<file path="src/rtl/mem_port_arbiter.sv">
// Two-port round-robin arbiter in front of a single-port memory.
// Each granted access runs issue -> optional read wait -> one-cycle acknowledge.
module mem_port_arbiter #(
  parameter int AW     = 16,
  parameter int DW     = 16,
  parameter int RD_LAT = 1
) (
  input  logic          CK,
  input  logic          RST,
  input  logic          REQ0,
  input  logic          WE0,
  input  logic [AW-1:0] ADDR0,
  input  logic [DW-1:0] WDATA0,
  output logic          ACK0,
  output logic [DW-1:0] RDATA0,
  input  logic          REQ1,
  input  logic          WE1,
  input  logic [AW-1:0] ADDR1,
  input  logic [DW-1:0] WDATA1,
  output logic          ACK1,
  output logic [DW-1:0] RDATA1,
  output logic [AW-1:0] MA,
  output logic [DW-1:0] MDO,
  output logic          MRW,
  output logic          MEN,
  input  logic [DW-1:0] MDI,
  output logic          BUSY,
  output logic          LAST
);

  typedef enum logic [1:0] {
    IDLE  = 2'd0,
    ISSUE = 2'd1,
    WAIT  = 2'd2,
    DONE  = 2'd3
  } state_t;

  state_t        state_r, state_s;
  logic [1:0]    cnt_r, cnt_s;
  logic          grant_s, port_s, cap_s;
  logic          we_r;
  logic [AW-1:0] ma_r;
  logic [DW-1:0] mdo_r, rdata0_r, rdata1_r;
  logic          ack0_r, ack1_r, men_r, mrw_r, last_r, busy_r;
  logic          sel_we_s;
  logic [AW-1:0] sel_addr_s;
  logic [DW-1:0] sel_wdata_s;

  // Next-state decode: round-robin grant in IDLE, read-latency countdown in WAIT.
  always_comb begin
    state_s = state_r;
    cnt_s   = cnt_r;
    grant_s = 1'b0;
    port_s  = last_r;
    cap_s   = 1'b0;
    case (state_r)
      IDLE: begin
        if (REQ0 && REQ1) begin
          grant_s = 1'b1;
          port_s  = ~last_r;
        end else if (REQ0) begin
          grant_s = 1'b1;
          port_s  = 1'b0;
        end else if (REQ1) begin
          grant_s = 1'b1;
          port_s  = 1'b1;
        end else begin
          grant_s = 1'b0;
        end
        if (grant_s) begin
          state_s = ISSUE;
        end else begin
          state_s = IDLE;
        end
      end
      ISSUE: begin
        if (we_r) begin
          state_s = DONE;
        end else if (RD_LAT == 1) begin
          // Single-cycle memory: MDI is already valid while the strobe is up.
          cap_s   = 1'b1;
          state_s = DONE;
        end else begin
          cnt_s   = 2'(RD_LAT - 1);
          state_s = WAIT;
        end
      end
      WAIT: begin
        if (cnt_r == 2'd1) begin
          cap_s   = 1'b1;
          cnt_s   = 2'd0;
          state_s = DONE;
        end else begin
          cnt_s   = cnt_r - 2'd1;
          state_s = WAIT;
        end
      end
      DONE: begin
        state_s = IDLE;
      end
      default: begin
        state_s = IDLE;
      end
    endcase
  end

  assign sel_we_s    = port_s ? WE1    : WE0;
  assign sel_addr_s  = port_s ? ADDR1  : ADDR0;
  assign sel_wdata_s = port_s ? WDATA1 : WDATA0;

  // State, captured request and all registered outputs.
  always_ff @(posedge CK) begin
    if (RST) begin
      state_r  <= IDLE;
      cnt_r    <= 2'd0;
      we_r     <= 1'b0;
      ma_r     <= '0;
      mdo_r    <= '0;
      rdata0_r <= '0;
      rdata1_r <= '0;
      ack0_r   <= 1'b0;
      ack1_r   <= 1'b0;
      men_r    <= 1'b0;
      mrw_r    <= 1'b1;
      last_r   <= 1'b1;
      busy_r   <= 1'b0;
    end else begin
      state_r <= state_s;
      cnt_r   <= cnt_s;
      busy_r  <= (state_s != IDLE);
      men_r   <= grant_s;
      // The capture registers double as the memory pins, so MA/MDO hold between accesses.
      if (grant_s) begin
        we_r   <= sel_we_s;
        ma_r   <= sel_addr_s;
        mdo_r  <= sel_wdata_s;
        last_r <= port_s;
        mrw_r  <= ~sel_we_s;
      end else begin
        mrw_r  <= 1'b1;
      end
      ack0_r <= (state_s == DONE) && !last_r;
      ack1_r <= (state_s == DONE) && last_r;
      if (cap_s) begin
        if (last_r) begin
          rdata1_r <= MDI;
        end else begin
          rdata0_r <= MDI;
        end
      end
    end
  end

  assign ACK0   = ack0_r;
  assign ACK1   = ack1_r;
  assign RDATA0 = rdata0_r;
  assign RDATA1 = rdata1_r;
  assign MA     = ma_r;
  assign MDO    = mdo_r;
  assign MRW    = mrw_r;
  assign MEN    = men_r;
  assign BUSY   = busy_r;
  assign LAST   = last_r;

endmodule

</file>
<file path="config.mk">
export PLATFORM = sky130hd
export DESIGN_NAME = mem_port_arbiter
export DESIGN_NICKNAME = d
export VERILOG_FILES = /design/src/rtl/mem_port_arbiter.sv
export SDC_FILE = /design/constraint.sdc
export NUM_CORES = 1
export LEC_CHECK = 0
export ABC_CLOCK_PERIOD_IN_PS = 1800
export BUFFER_PORTS_ARGS = -buffer_cell sky130_fd_sc_hd__buf_2
export CAP_MARGIN = 20
export CORE_MARGIN = 5
export CORE_UTILIZATION = 45
export DETAILED_ROUTE_END_ITERATION = 16
export PLACE_DENSITY = 0.8
export SLEW_MARGIN = 10
export SYNTH_ARGS = -nofsm -noshare
export SYNTH_HDL_FRONTEND = slang
export SYNTH_SLANG_ARGS = --single-unit
</file>
<file path="constraint.sdc">
create_clock -name CK -period 1.8 [get_ports CK]
set_input_delay 0.09 -clock CK [delete_from_list [all_inputs] [get_ports CK]]
set_output_delay 0.09 -clock CK [all_outputs]
set_load 0.005 [all_outputs]
</file>
# After elaboration in Yosys (flattened, before gate mapping)

Cells that the tools add are included.

Eq/ne operators: 5
Bitwise operators: 3
Add/sub/neg operators: 1
Reductions and logical operators: 9
Multiplexer cells: 19

Operators with widths:

| kind                                                                   | number |
|---|---|
| 16-bit two-way mux                                                     | 2 |
| 1-bit two-way mux                                                      | 14 |
| 2-bit one-hot mux with 4 select lines                                  | 1 |
| 2-bit equality test (second input constant)                            | 3 |
| 2-bit by 1-bit equality test with 1-bit output (second input constant) | 2 |
| 2-bit AND reduction                                                    | 2 |
| 1-bit logical AND                                                      | 3 |
| 1-bit NOT                                                              | 3 |
| 2-bit zero test                                                        | 1 |
| 2-bit two-way mux                                                      | 1 |
| 1-bit one-hot mux with 2 select lines                                  | 1 |
| 2-bit nonzero test                                                     | 1 |
| 2-bit OR reduction                                                     | 1 |
| 2-bit by 1-bit subtractor with 2-bit output (second input constant)    | 1 |
| 1-bit zero test                                                        | 1 |

Output and inout port bits: 70
Input port bits: 86
Register bits: 75

# Longest topological paths before layout

Gate-level depths: netlist of run 1.

Word-level depth: 8
Mapped depth: 8

# Least setup slack after synthesis of run 1

No wires, ideal clock.

Kind: register to register
Start: register state_r[0]
End: register rdata0_r[0], in the netlist RDATA0[0]
Path buffers: 1
Cell stages (with the launch flop): 8
Path slack: 242 ps
Period minus slack after synthesis: 1558 ps
Arrival: 1431 ps
Data required time: 1672 ps
Path through: dfxtp_1 inv_1 ha_1 nand2b_1 a21oi_4 buf_12 mux2i_1 nor2_1

Word-level cells in the longest chain between the ends: 3

RTL lines:

| item                                                                                         | RTL line | RTL |
|---|---|---|
| start, declared                                                                              | 38       | `state_t state_r, state_s;` |
| start signal, assigned                                                                       | 128      | `state_r <= state_s;` |
| 2-bit equality test / 2-bit by 1-bit equality test with 1-bit output (equally long branches) | 56       | `case (state_r)` |
| 1-bit one-hot mux with 2 select lines (*)                                                    | 56       |  |
| 2-bit AND reduction (no line) (*)                                                            | -        |  |
| end signal, assigned                                                                         | 119      | `rdata0_r <= '0;` |
| end signal, assigned                                                                         | 148      | `rdata0_r <= MDI;` |
| end, declared                                                                                | 43       | `logic [DW-1:0] mdo_r, rdata0_r, rdata1_r;` |

Every way passes the cells marked *; elsewhere a longest branch is shown, timed or not.
A chain may end at the register's enable or synchronous reset.

# Worst setup path after layout of run 1

Start: register state_r[0]
End: register we_r

Word-level cells in the longest chain between the ends: 3

RTL lines:

| item                 | RTL line | RTL |
|---|---|---|
| 2-bit zero test (*)  | 56       |  |
| 1-bit two-way mux    | 56       |  |
| 1-bit two-way mux    | 107      | `assign sel_we_s = port_s ? WE1 : WE0;` |
| end signal, assigned | 134      | `we_r <= sel_we_s;` |
| end, declared        | 41       | `logic we_r;` |

Marks and branches as above.

==> results_dict.tcl, run 1 <==
set metrics [dict create \
    grt_pass1_wl_um 12100 \
    place_inst 510 \
    viasPerCell 4.86 \
    rows 29 \
    startpoint_type "register" \
    num_io_pins 156 \
    placed_area_um2 3780 \
    cts.sink_count 75 \
    grt_usage_pct 17.5 \
    period_needed_ns 1.67 \
    status "finished, final reports clean" \
    finalHoldViolCount 0 \
    worstSkewPairLatency_ns 0.34 \
    cts_made_buffers 9 \
    vias 2582 \
    drv_cap 0 \
    num_antenna_cells 0 \
    rsz0062_at_grt "false" \
    nets 541 \
    final_area_um2 4120 \
    p_leak_nw 1.96 \
    drt_pass1_iterations 4 \
    synth_top_area_cell "dfxtp_1" \
    cts_root_buf "clkbuf_8" \
    netlist_area_um2 2950 \
    ys_ff_latch 75 \
    worst_hold_path_type "input port to register" \
    clock_skew_ns 0.00811 \
    path_clk_slew_ns 0.07 \
    die_area_um2 8280 \
    dieHeight_um 91.0 \
    setup_tns_ns 0 \
    slew_headroom_pct 78.0 \
    max_slew.worst_pin.slew_ns 0.330 \
    worstSetupPathType "register to register" \
    post_cts_buffers 0 \
    slew_violations 0 \
    critical_path_arrival_ns 1.87 \
    routed-wl-met2_um 3450 \
    routed_wl_um 7390 \
    crit_required_ns 2.01 \
    tritoncts "yes" \
    grt_max_degree 36 \
    detail_route.wl_per_cell_um 13.9 \
    cts_max_path_buffers 2 \
    finalNonFillerCells 531 \
    core_area_um2 6350 \
    synthCells 291 \
    antenna_found_initial 0 \
    pwr_density_cell_nw_per_um2 1310 \
    wl_met3_um 789 \
    dp_hpwl_um 5390 \
    met1Wirelength_um 3060 \
    synth_top_area_share_pct 50.9 \
    top_layer "met4" \
    ys_warn_count 0 \
    fin_util_pct 64.9 \
    syn_to_final_growth_pct 39.7 \
    ys_seq_area_share_pct 50.9 \
    synth_area_leaders "dfxtp_1 (51%), mux2i_1 (23%), o21ai_0 (5.8%)" \
    ant_nets 0 \
    yosysUniqueCellTypes 23 \
    critPathCaptureType "register" \
    drcViolationCount 0 \
    critPathMaxFanout 17 \
    avgSynthCellArea_um2 10.1 \
    die_w_um 91.0 \
    initialDrtViolationCount 57 \
    vdd_drop_max_mv 0.894 \
    finalCritPeriodShare_pct 92.5 \
    setup_viol 0 \
    grt_pass1_vias 2667 \
    grt-ovfl-total 0 \
    synth_nets 382 \
    initial_core_util_pct 46.5 \
    routabilityCongestion 0.764 \
    layout-drive-gt1-share_pct 40.5 \
    fmax_mhz 601 \
    cts.htree.levels 3 \
    io_buffers 155 \
]
power breakdown:
group | switching, mW | total [mW] | internal, mW | leakage [nW]
Sequential | 0.151 | 2.12 | 1.97 | 0.613
Combinational | 0.797 | 1.61 | 0.812 | 1.21
Clock | 0.586 | 1.68 | 1.09 | 0.132
Total | 1.53 | 5.41 | 3.87 | 1.96
cells in the final DEF (no fill, tap or decap), types with 2 or more instances in the layout:
master,netlist,layout
a21oi_4,2,2
buf_12,2,4
buf_2,2,155
bufinv_16,0,4
clkbuf_8,0,10
dfxtp_1,75,75
dlygate4sd3_1,0,5
ha_1,5,5
inv_1,5,5
mux2i_1,67,67
nand2_1,34,34
nand2b_1,3,3
nor2_1,39,39
o21ai_0,34,34
metrics by stage:
step / setup WS, ns / hold WS (ns) / power [mW]
4_1_cts: 0.104 / 0.00110 / 5.41
6_report: 0.135 / 0.0132 / 5.41
5_1_grt: 0.00240 / 0.0157 / 5.75
3_5_place_dp: 0.118 / 0.351 / 3.72
2_1_floorplan: 0.242 / 0.237 / 3.17
3_3_place_gp: 0.244 / 0.343 / 3.66
layer usage:
layer	track usage [%]	vias up
met5	0	-
met4	6.60	0
met1	20.3	1166
li1	-	1290
met2	29.1	118
met3	6.78	8
state kept, by name (all words and copies together) (netlist names):
name / cells
MA: 16
RDATA1: 16
state_r: 2
we_r: 1
ACK1: 1
BUSY: 1
RDATA0: 16
MRW: 1
ACK0: 1
LAST: 1
cnt_r: 2
MDO: 16
MEN: 1
worst max-delay path: stages, from the launching register on:
cell and delay, ns:
dfxtp_1 0.34, inv_1 0.07, ha_1 0.23, a21oi_1 0.15, a31o_2 0.19, buf_12 0.19, mux2i_1 0.24, o21ai_0 0.11
synthesized netlist by cell type:
| library cell | number |
|---|---|
| a21oi_1 | 1 |
| a21oi_4 | 2 |
| a221o_1 | 1 |
| a31o_2 | 1 |
| buf_1 | 1 |
| buf_12 | 2 |
| buf_2 | 2 |
| buf_4 | 1 |
| buf_6 | 3 |
| clkbuf_1 | 6 |
| clkbuf_2 | 3 |
| dfxtp_1 | 75 |
| ha_1 | 5 |
| inv_1 | 5 |
| mux2i_1 | 67 |
| nand2_1 | 34 |
| nand2_2 | 1 |
| nand2b_1 | 3 |
| nand2b_4 | 1 |
| nor2_1 | 39 |
| nor2b_1 | 2 |
| o21ai_0 | 34 |
| or2_2 | 2 |
cell families (layout without fill, tap and decap cells):
logic type | after synthesis | in the layout | share of synthesized area (%)
simple gates | 82 | 82 | 11.5
flops | 75 | 75 | 50.9
mux | 67 | 67 | 22.7
compound gates | 39 | 39 | 7.68
buf+inv | 23 | 186 | 5.13
fa+ha+maj | 5 | 5 | 2.12
worst paths after layout:
kind	from	to	slack, ns	cells after the start
setup / recovery	state_r[0]	we_r	0.13	7
hold / removal	MDI[0]	RDATA0[0]	0.01	3
setup reg to reg	state_r[0]	we_r	0.13	7
hold reg to reg	MA[4]	MA[4]	0.45	2
area by class of cell:
class                      instances  area [um2]
inverter                           5        18.8
tap                               77        96.3
clock inverter                     5         125
sequential                        75        1500
clock buffer                      10         138
fill                             532        2230
multi-input combinational        193        1300
timing repair buffer             166         938
timing repair:
action | CTS | global route
setup endpoints to repair | 0 | 4
endpoints found under the hold margin | 7 | 0
hold buffers | 5 | 0
gates resized for setup | 0 | 1
(Power assumes the default switching activity.)
==> run 2, diff against run 1 <==
--- a/config.mk
+++ b/config.mk
@@ -6,12 +6,12 @@
 export NUM_CORES = 1
 export LEC_CHECK = 0
 export ABC_CLOCK_PERIOD_IN_PS = 1800
-export BUFFER_PORTS_ARGS = -buffer_cell sky130_fd_sc_hd__buf_2
 export CAP_MARGIN = 20
 export CORE_MARGIN = 5
-export CORE_UTILIZATION = 45
+export CORE_UTILIZATION = 62
 export DETAILED_ROUTE_END_ITERATION = 16
-export PLACE_DENSITY = 0.8
+export DONT_BUFFER_PORTS = 1
+export PLACE_DENSITY = 0.78
 export SLEW_MARGIN = 10
 export SYNTH_ARGS = -nofsm -noshare
 export SYNTH_HDL_FRONTEND = slang
==> run 2 against run 1 <==
Global-route usage up 11 points. The run now ends with negative setup slack left. Final cell count down 18%. Clock power down 11%. Combinational power down 11%. Routed wire length up 33%. Largest power group unchanged. Via count down 2.2%. Cell area down 1.3%. Core utilization up 22 points.
==> results_dict.tcl, run 2 (synthesis gave the netlist of run 1 again) <==
set metrics [dict create \
    cts_root_buf "clkbuf_8" \
    routed_wl_um 9830 \
    io_buffers 0 \
    layout-drive-gt1-share_pct 8.47 \
    drcViolationCount 0 \
    final_area_um2 4070 \
    antenna_found_initial 2 \
    power_mw 5.19 \
    initialDrtViolationCount 185 \
    nFillCells 225 \
    violations "negative setup slack" \
    grt_max_degree 38 \
    max_slew.worst_pin.slew_ns 0.591 \
    rows 25 \
    cts.htree.levels 3 \
    pwr_density_cell_nw_per_um2 1280 \
    slew_violations 0 \
    startpoint_type "register" \
    final_common_cell "dlygate4sd3_1" \
    die_w_um 79.0 \
    dieHeight_um 79.0 \
    fin_ws_ns -0.118 \
    grt_usage_pct 28.3 \
    status "finished, violations left" \
    detail_route.wl_per_cell_um 22.7 \
    drv_cap 0 \
    hold_ws_ns 0.0195 \
    drt_pass1_iterations 5 \
    ant_nets 0 \
    cts_max_path_buffers 2 \
    grt-ovfl-total 0 \
    finalHoldViolCount 0 \
    preCtsSetupSlack_ns 0.171 \
    worstSkewPairLatency_ns 0.36 \
    num_io_pins 156 \
    dp_hpwl_um 4480 \
    routabilityCongestion 0.779 \
    initial_core_util_pct 63.3 \
    cts_made_buffers 9 \
    critical_path_arrival_ns 2.12 \
    vdd_drop_max_mv 1.02 \
    period_needed_ns 1.92 \
    multi_input_comb_area_um2 1310 \
    viasPerCell 5.82 \
    nets 464 \
    finalCritPeriodShare_pct 107 \
    grt_pass1_vias 2612 \
    seq_area_um2 1500 \
    critPathMaxFanout 17 \
    worstSetupPathType "register to register" \
    tritoncts "yes" \
    slew_headroom_pct 60.2 \
    crit_required_ns 2.00 \
    fmax_mhz 521 \
    vias 2524 \
    placed_area_um2 2960 \
    final_cell_mix "dlygate4sd3_1 (82), dfxtp_1 (75), mux2i_1 (66), nor2_1 (39)" \
    clock_skew_ns 0.0177 \
    cts.sink_count 75 \
    grt_pass1_wl_um 13400 \
    path_clk_slew_ns 0.10 \
    p_leak_nw 1.56 \
    setup_viol 1 \
    die_area_um2 6240 \
    critPathCaptureType "register" \
    setup_tns_ns -0.118 \
    syn_to_final_growth_pct 37.8 \
    worst_hold_path_type "input port to register" \
    core_area_um2 4660 \
]
## run 2: cell types whose count changed in the layout (fill, tap and decap cells not counted), sizes merged
cell	before	now
buf	160	6
bufinv	4	2
clkinv	1	2
clkinvlp	0	2
diode	0	2
dlygate4sd3	5	82
## run 2: layout make-up
cell class,count,share of cell area (%)
Sequential cell,75,36.9
Multi-Input combinational cell,193,32.1
Timing Repair Buffer,89,23.1
Clock buffer,10,3.38
Clock inverter,6,2.18
Tap cell,54,1.66
Inverter,5,0.462
Antenna cell,2,0.123
## run 2: final timing paths
check / from / end / slack (ns) / depth (start not counted)
worst min register to register: MDO[4] / MDO[4] / 0.50 / 2
worst max register to register: state_r[1] / MDO[12] / -0.12 / 7
worst max-delay path: state_r[1] / MDO[12] / -0.12 / 7
worst min-delay path: RST / RDATA1[2] / 0.02 / 2
## run 2: per-stage QoR
| step | instances | util, % |
|---|---|---|
| 6_report | 434 | 87.2 |
| 4_1_cts | 431 | 86.5 |
| 3_5_place_dp | 332 | 63.6 |
| 2_1_floorplan | 291 | - |
| 5_1_grt | 434 | 87.2 |
| 3_3_place_gp | 332 | 63.6 |
## run 2: where the power goes
part           switching, mW  internal [mW]  total, mW  leakage [nW]
combinational          0.743          0.689       1.43         0.839
sequential             0.283           1.98       2.26         0.613
clock                  0.682          0.819       1.50         0.109
## run 2: worst max-delay path: stages, from the launching register on
cell and delay, ns:
dfxtp_1 0.33, inv_1 0.11, ha_1 0.20, a21oi_1 0.07, a31o_2 0.27, buf_12 0.18
mux2i_1 0.12, o21ai_0 0.48
## run 2: per-layer routing
layer | global-route usage, % | up-vias | part of all wire, %
li1 | - | 1145 | -
met1 | 28.7 | 1159 | 32
met2 | 50.8 | 180 | 51
met3 | 9.86 | 38 | 12
met4 | 14.9 | 2 | 4.4
met5 | 0 | - | 0.13
## run 2: repair_timing
| action | CTS | global route |
|---|---|---|
| hold buffers | 83 | 0 |
| resized for setup | 0 | 2 |
| setup endpoints to repair | 0 | 12 |
| setup buffers | 0 | 0 |
| endpoints found under the hold margin | 74 | 0 |
